$ cat config.mk
export PLATFORM = sky130hd
export DESIGN_NAME = serial_sub
export DESIGN_NICKNAME = d
export VERILOG_FILES = /design/src/rtl/serial_sub.sv
export SDC_FILE = /design/constraint.sdc
export NUM_CORES = 1
export LEC_CHECK = 0
export CAP_MARGIN = 5
export CELL_PAD_IN_SITES_DETAIL_PLACEMENT = 0
export CELL_PAD_IN_SITES_GLOBAL_PLACEMENT = 2
export CORE_UTILIZATION = 30
export DETAILED_ROUTE_END_ITERATION = 7
export PLACE_DENSITY_LB_ADDON = 0.1
export REMOVE_ABC_BUFFERS = 1
export SLEW_MARGIN = 30
export SYNTH_ARGS = -nofsm -noshare
export SYNTH_HDL_FRONTEND = slang
export SYNTH_SLANG_ARGS = --single-unit
$ cat constraint.sdc
create_clock -name clk -period 1.65 [get_ports clk]
set_clock_uncertainty 0.05 [all_clocks]
set_input_delay 0.2475 -clock clk [delete_from_list [all_inputs] [get_ports clk]]
set_output_delay 0.2475 -clock clk [all_outputs]
set_load 0.01 [all_outputs]
$ cat src/rtl/serial_sub.sv
// serial_sub -- bit-serial subtractor, LSB first, one bit per clock.
//
// Captures a and b on an accepted start, then runs a single full-subtractor
// cell against a borrow flip-flop for WIDTH cycles. The result is published
// together with a one-cycle done pulse. The outputs hold the last completed
// result until the next completion.
//
// Optional build macro: SERIAL_SUB_SIGNED_EN.
//   Defined:   ovf reports two's-complement overflow of a - b.
//   Undefined: ovf is tied to 0.
//
// Handshake (valid/ready):
//   start is a request that is honoured only while the block is idle or
//   showing done, which is while busy is low. While busy is high, start is
//   ignored, and a and b may change freely.
//
// Ports:
//   clk        rising-edge clock
//   reset_n    synchronous active-low reset; it has priority over start
//   start      request; accepted in IDLE or DONE
//   a, b       minuend / subtrahend, captured on an accepted start
//   busy       high while bits are being shifted
//   done       one-cycle pulse; diff/borrow/ovf were just updated
//   diff       a - b mod 2^WIDTH
//   borrow     1 iff a < b (unsigned)
//   ovf        signed overflow (0 unless SERIAL_SUB_SIGNED_EN)
//   state_dbg  current FSM state encoding (IDLE=0, SHIFT=1, DONE=2)
module serial_sub #(
    parameter int WIDTH = 8
) (
    input  logic             clk,
    input  logic             reset_n,
    input  logic             start,
    input  logic [WIDTH-1:0] a,
    input  logic [WIDTH-1:0] b,
    output logic             busy,
    output logic             done,
    output logic [WIDTH-1:0] diff,
    output logic             borrow,
    output logic             ovf,
    output logic [1:0]       state_dbg
);

    localparam int CW = $clog2(WIDTH + 1);
    localparam logic [CW-1:0] LAST = CW'(WIDTH - 1);

    typedef enum logic [1:0] {
        IDLE  = 2'd0,
        SHIFT = 2'd1,
        DONE  = 2'd2
    } state_t;

    state_t           state;
    logic [WIDTH-1:0] sa;
    logic [WIDTH-1:0] sb;
    // The lowest result bit would be shifted out before anyone reads it.
    // Only the upper WIDTH-1 bits are kept, and the full word is formed in
    // sr_next.
    logic [WIDTH-2:0] sr;
    logic             bff;
    logic [CW-1:0]    cnt;

    logic             d;
    logic             bnext;
    logic [WIDTH-1:0] sr_next;

    // Full-subtractor cell on the current LSBs.
    always_comb begin
        d       = sa[0] ^ sb[0] ^ bff;
        bnext   = (~sa[0] & sb[0]) | (~(sa[0] ^ sb[0]) & bff);
        sr_next = {d, sr};
    end

`ifdef SERIAL_SUB_SIGNED_EN
    // The sign bits must be captured separately, because sa and sb are
    // shifted away during the operation.
    logic sgn_a;
    logic sgn_b;
`endif

    always_ff @(posedge clk) begin
        if (!reset_n) begin
            state  <= IDLE;
            sa     <= '0;
            sb     <= '0;
            sr     <= '0;
            bff    <= 1'b0;
            cnt    <= '0;
            busy   <= 1'b0;
            done   <= 1'b0;
            diff   <= '0;
            borrow <= 1'b0;
`ifdef SERIAL_SUB_SIGNED_EN
            sgn_a  <= 1'b0;
            sgn_b  <= 1'b0;
            ovf    <= 1'b0;
`endif
        end else begin
            case (state)
                IDLE, DONE: begin
                    done <= 1'b0;
                    if (start) begin
                        sa    <= a;
                        sb    <= b;
                        bff   <= 1'b0;
                        cnt   <= '0;
                        busy  <= 1'b1;
                        state <= SHIFT;
`ifdef SERIAL_SUB_SIGNED_EN
                        sgn_a <= a[WIDTH-1];
                        sgn_b <= b[WIDTH-1];
`endif
                    end else begin
                        state <= IDLE;
                    end
                end
                SHIFT: begin
                    sr  <= sr_next[WIDTH-1:1];
                    sa  <= sa >> 1;
                    sb  <= sb >> 1;
                    bff <= bnext;
                    cnt <= cnt + 1'b1;
                    if (cnt == LAST) begin
                        // Publish the whole word at once, so that partial
                        // values are never visible.
                        diff   <= sr_next;
                        borrow <= bnext;
`ifdef SERIAL_SUB_SIGNED_EN
                        ovf    <= (sgn_a ^ sgn_b) & (d ^ sgn_a);
`endif
                        busy   <= 1'b0;
                        done   <= 1'b1;
                        state  <= DONE;
                    end
                end
                default: begin
                    busy  <= 1'b0;
                    done  <= 1'b0;
                    state <= IDLE;
                end
            endcase
        end
    end

`ifndef SERIAL_SUB_SIGNED_EN
    assign ovf = 1'b0;
`endif

    assign state_dbg = state;

endmodule

==> run summary <==
The run finished with clean final reports. The overflow left after global routing is 0. At the worst endpoint, the required time is 1.35 ns. The first-pass GRT wire length is 6080 µm.

Gates resized during post-CTS repair numbered 0. The count of state elements after synthesis is 41. The kind of capture point of the worst setup path is a primary output. The area of all sequential standard cells came out at 821 µm². At the placement stage, the worst setup path has a slack of 0.100 ns. The number of setup buffers added after CTS is 0. After technology mapping, the gate count stands at 191. The number of H-tree levels came out at 2. The switching share of power is 22.2%. The via-per-instance ratio came out at 4.90. The share of total power dissipated in the clock network is 42.3%. Buffers placed on the I/O ports in this run total 31. The growth of design area from synthesis to finish is 32.9%.

The number of setup violations in the final report is 0. The internal power of the cells is 1.74 mW. The library cells used most frequently in the layout, excluding fill and tap cells, are sky130_fd_sc_hd__dfxtp_1 (41), sky130_fd_sc_hd__a21oi_1 (38), sky130_fd_sc_hd__clkdlybuf4s50_1 (31). The global-route usage over all layers came out at 13.2%. The data arrival time of the worst path is 1.25 ns.

The signal on the critical path passes through clkdlybuf4s50_1. The clock-pin slew on the worst setup and hold paths is 0.08 ns. The library cell used most frequently in the layout, excluding fill and tap cells, is sky130_fd_sc_hd__dfxtp_1. The cell area after synthesis is 1660 µm². Clock latency on the worst-skew pair, taken at its later pin, is 0.29 ns. The largest voltage drop on the vdd net came out at 356 µV.

The core box area is 5200 µm². The largest fanout of any net on the critical path is 6. The number of inserted diodes came out at 0. Power spread over the standard cell area amounts to 1020 nW/µm². The largest single stage delay on the critical path is 0.56 ns. The overall power after layout is 2.24 mW. The leakage power total came out at 0.766 nW. The achievable clock frequency came out at 648 MHz. Each instance of the synthesized netlist takes up on average 8.69 µm². The final routed wirelength across all metal layers came out at 3580 µm.

TritonCTS built the clock tree. Setup repair after global routing left no endpoint under its margin. Yosys printed 0 warnings.

In this run, the number of DRC markers left after iteration 0 of detailed routing was 70. The worst path uses 93.5% of the clock period. The post-synthesis sequential area ratio came out at 49.4%. The number of optimization iterations in the first detailed-route pass is 4. The critical path is of the flip-flop to primary output type. After clock tree synthesis, the flow added hold-fix buffers numbering 0. The count of buffering cells on the critical path with inverters included is 1. The routed layout has 1,430 vias.

CTS saw 41 sinks. The vertical extent of the die came out at 76.4 µm. In the final layout, the multi-input gates occupy 723 µm². The number of hold violations in the final report is 0.

The final design instance area without fill came out at 2210 µm². The tree is rooted in a sky130_fd_sc_hd__clkbuf_8. The largest net degree at the start of global routing came out at 38. The final net count is 242. The number of slew-limit violations in the final report was 0. The area of placed instances is 2070 µm². After floorplanning, the core was divided into 26 placement rows. The routability congestion estimate is 0.693. The effective utilization at floorplan is 31.9%. The number of global-route vias before repair came out at 1,321. The kind of start point of the critical path is a flip-flop. Combinational logic is responsible for 10.9% of the overall power. The horizontal die dimension came out at 76.4 µm. The antenna violation net count after detailed routing came out at 0. The initial antenna violation count came to 0. The floorplan step defined a die boundary enclosing 5840 µm².

The fraction of power consumed by sequential logic is 46.8%. The maximum number of buffers from clock root to sink came out at 2. The worst path meets setup with 0.107 ns of slack.

The critical-path cell with the highest stage delay is sky130_fd_sc_hd__clkdlybuf4s50_1. The power dissipated by switching net loads is 496 µW. The share of cells above drive strength 1 is 9.91%. The number of top-level design ports is 33. The number of max-cap violations came out at 0. After detailed routing, the number of remaining DRC violations is 0. The tightest min-delay check is of the flip-flop to flip-flop type. The unique cell type count in the Yosys netlist came out at 26. After detailed routing, the average wire length per cell comes to 12.3 µm.

Broken down by cell family, the worst path's largest delay share belongs to buffers and inverters. The number of clock buffers inserted by TritonCTS came out at 5. The minimum clock period is 1.54 ns.

The placed wire-length estimate came out at 2320 µm. The layout has 534 filler cells.
[state kept, by name, summed over array words and instances, names as in the netlist]
signal,count
diff,8
sa,8
sb,8
sr,7
cnt,4
state_dbg,2
bff,1
borrow,1
busy,1
done,1
[cell usage after synthesis]
library cell	n	area, µm²
sky130_fd_sc_hd__o21bai_1	1	7.51
sky130_fd_sc_hd__a21oi_1	38	190
sky130_fd_sc_hd__nand2_1	17	63.8
sky130_fd_sc_hd__conb_1	1	3.75
sky130_fd_sc_hd__nand4_1	1	6.26
sky130_fd_sc_hd__mux2_4	1	15.0
sky130_fd_sc_hd__fa_1	1	20.0
sky130_fd_sc_hd__mux2i_1	1	10.0
sky130_fd_sc_hd__a211oi_2	1	12.5
sky130_fd_sc_hd__ha_1	1	12.5
sky130_fd_sc_hd__nor3_1	2	10.0
sky130_fd_sc_hd__and3b_1	1	8.76
sky130_fd_sc_hd__buf_2	8	40.0
sky130_fd_sc_hd__inv_1	3	11.3
sky130_fd_sc_hd__nand3_1	28	140
sky130_fd_sc_hd__nor2b_1	2	12.5
sky130_fd_sc_hd__nand2b_1	5	31.3
sky130_fd_sc_hd__clkbuf_1	5	18.8
sky130_fd_sc_hd__a22oi_1	14	105
sky130_fd_sc_hd__nor2_1	2	7.51
sky130_fd_sc_hd__nand3b_1	2	15.0
sky130_fd_sc_hd__dfxtp_1	41	821
sky130_fd_sc_hd__o21ai_0	8	40.0
sky130_fd_sc_hd__buf_6	1	11.3
sky130_fd_sc_hd__a311oi_1	1	8.76
sky130_fd_sc_hd__buf_4	5	37.5
[worst paths after layout]
kind | to | cells after the start | slack [ns] | start
setup / recovery | state_dbg[0] | 1 | 0.11 | state_dbg[0]$_SDFFE_PN0P_
hold / removal | sr[0]$_SDFFE_PN0P_ | 2 | 0.41 | sr[0]$_SDFFE_PN0P_
setup reg to reg | diff[6]$_SDFFE_PN0P_ | 5 | 0.21 | cnt[0]$_SDFFE_PN0P_
hold reg to reg | sr[0]$_SDFFE_PN0P_ | 2 | 0.41 | sr[0]$_SDFFE_PN0P_
[area by class of cell]
| class | instances | area share (%) |
|---|---|---|
| repair buffers | 42 | 19.5 |
| clock inverters | 3 | 2.95 |
| multi-input cells | 128 | 32.8 |
| clock buffers | 5 | 3.12 |
| flip-flops and latches | 41 | 37.2 |
| well taps | 70 | 3.97 |
| inverters | 3 | 0.510 |
[cell families (layout without fill, tap and decap cells)]
kind of cell | count (synthesis) | after routing | share of synthesized area (%)
multiplexers | 2 | 2 | 1.51
adder cells (fa/ha/maj) | 2 | 2 | 1.96
AND/OR/NAND/NOR | 60 | 60 | 17.8
buffers and inverters | 22 | 53 | 7.16
flip-flops | 41 | 41 | 49.4
AO/OA/AOI/OAI | 63 | 63 | 21.9
other | 1 | 1 | 0.226
[power groups by stage]
stage | sequential, mW | clock [mW] | combinational, mW
after global placement | 1.07 | 0 | 0.244
final | 1.05 | 0.949 | 0.244
after floorplan | 1.07 | 0 | 0.121
after global routing | 1.05 | 1.03 | 0.271
after CTS | 1.05 | 0.980 | 0.248
after detailed placement | 1.07 | 0 | 0.247
[metal layers]
| metal | part of all wire [%] | vias up | GRT usage [%] |
|---|---|---|---|
| li1 | - | 732 | - |
| met1 | 41 | 663 | 13.6 |
| met2 | 53 | 33 | 24.8 |
| met3 | 5.1 | 2 | 4.43 |
| met4 | 0.42 | 0 | 4.62 |
| met5 | 0 | - | 0 |
[metrics by stage]
| stage | setup TNS [ns] | utilization (%) | hold slack [ns] | std cells |
|---|---|---|---|---|
| after CTS | 0 | 42.4 | 0.413 | 292 |
| after detailed placement | 0 | 39.8 | 0.400 | 284 |
| after global placement | 0 | 39.8 | 0.393 | 284 |
| after global routing | 0 | 42.4 | 0.441 | 292 |
| after floorplan | -17.91 | - | 0.334 | 172 |
| final | 0 | 42.4 | 0.407 | 292 |
Note: power is estimated with default switching activity, not from simulation.
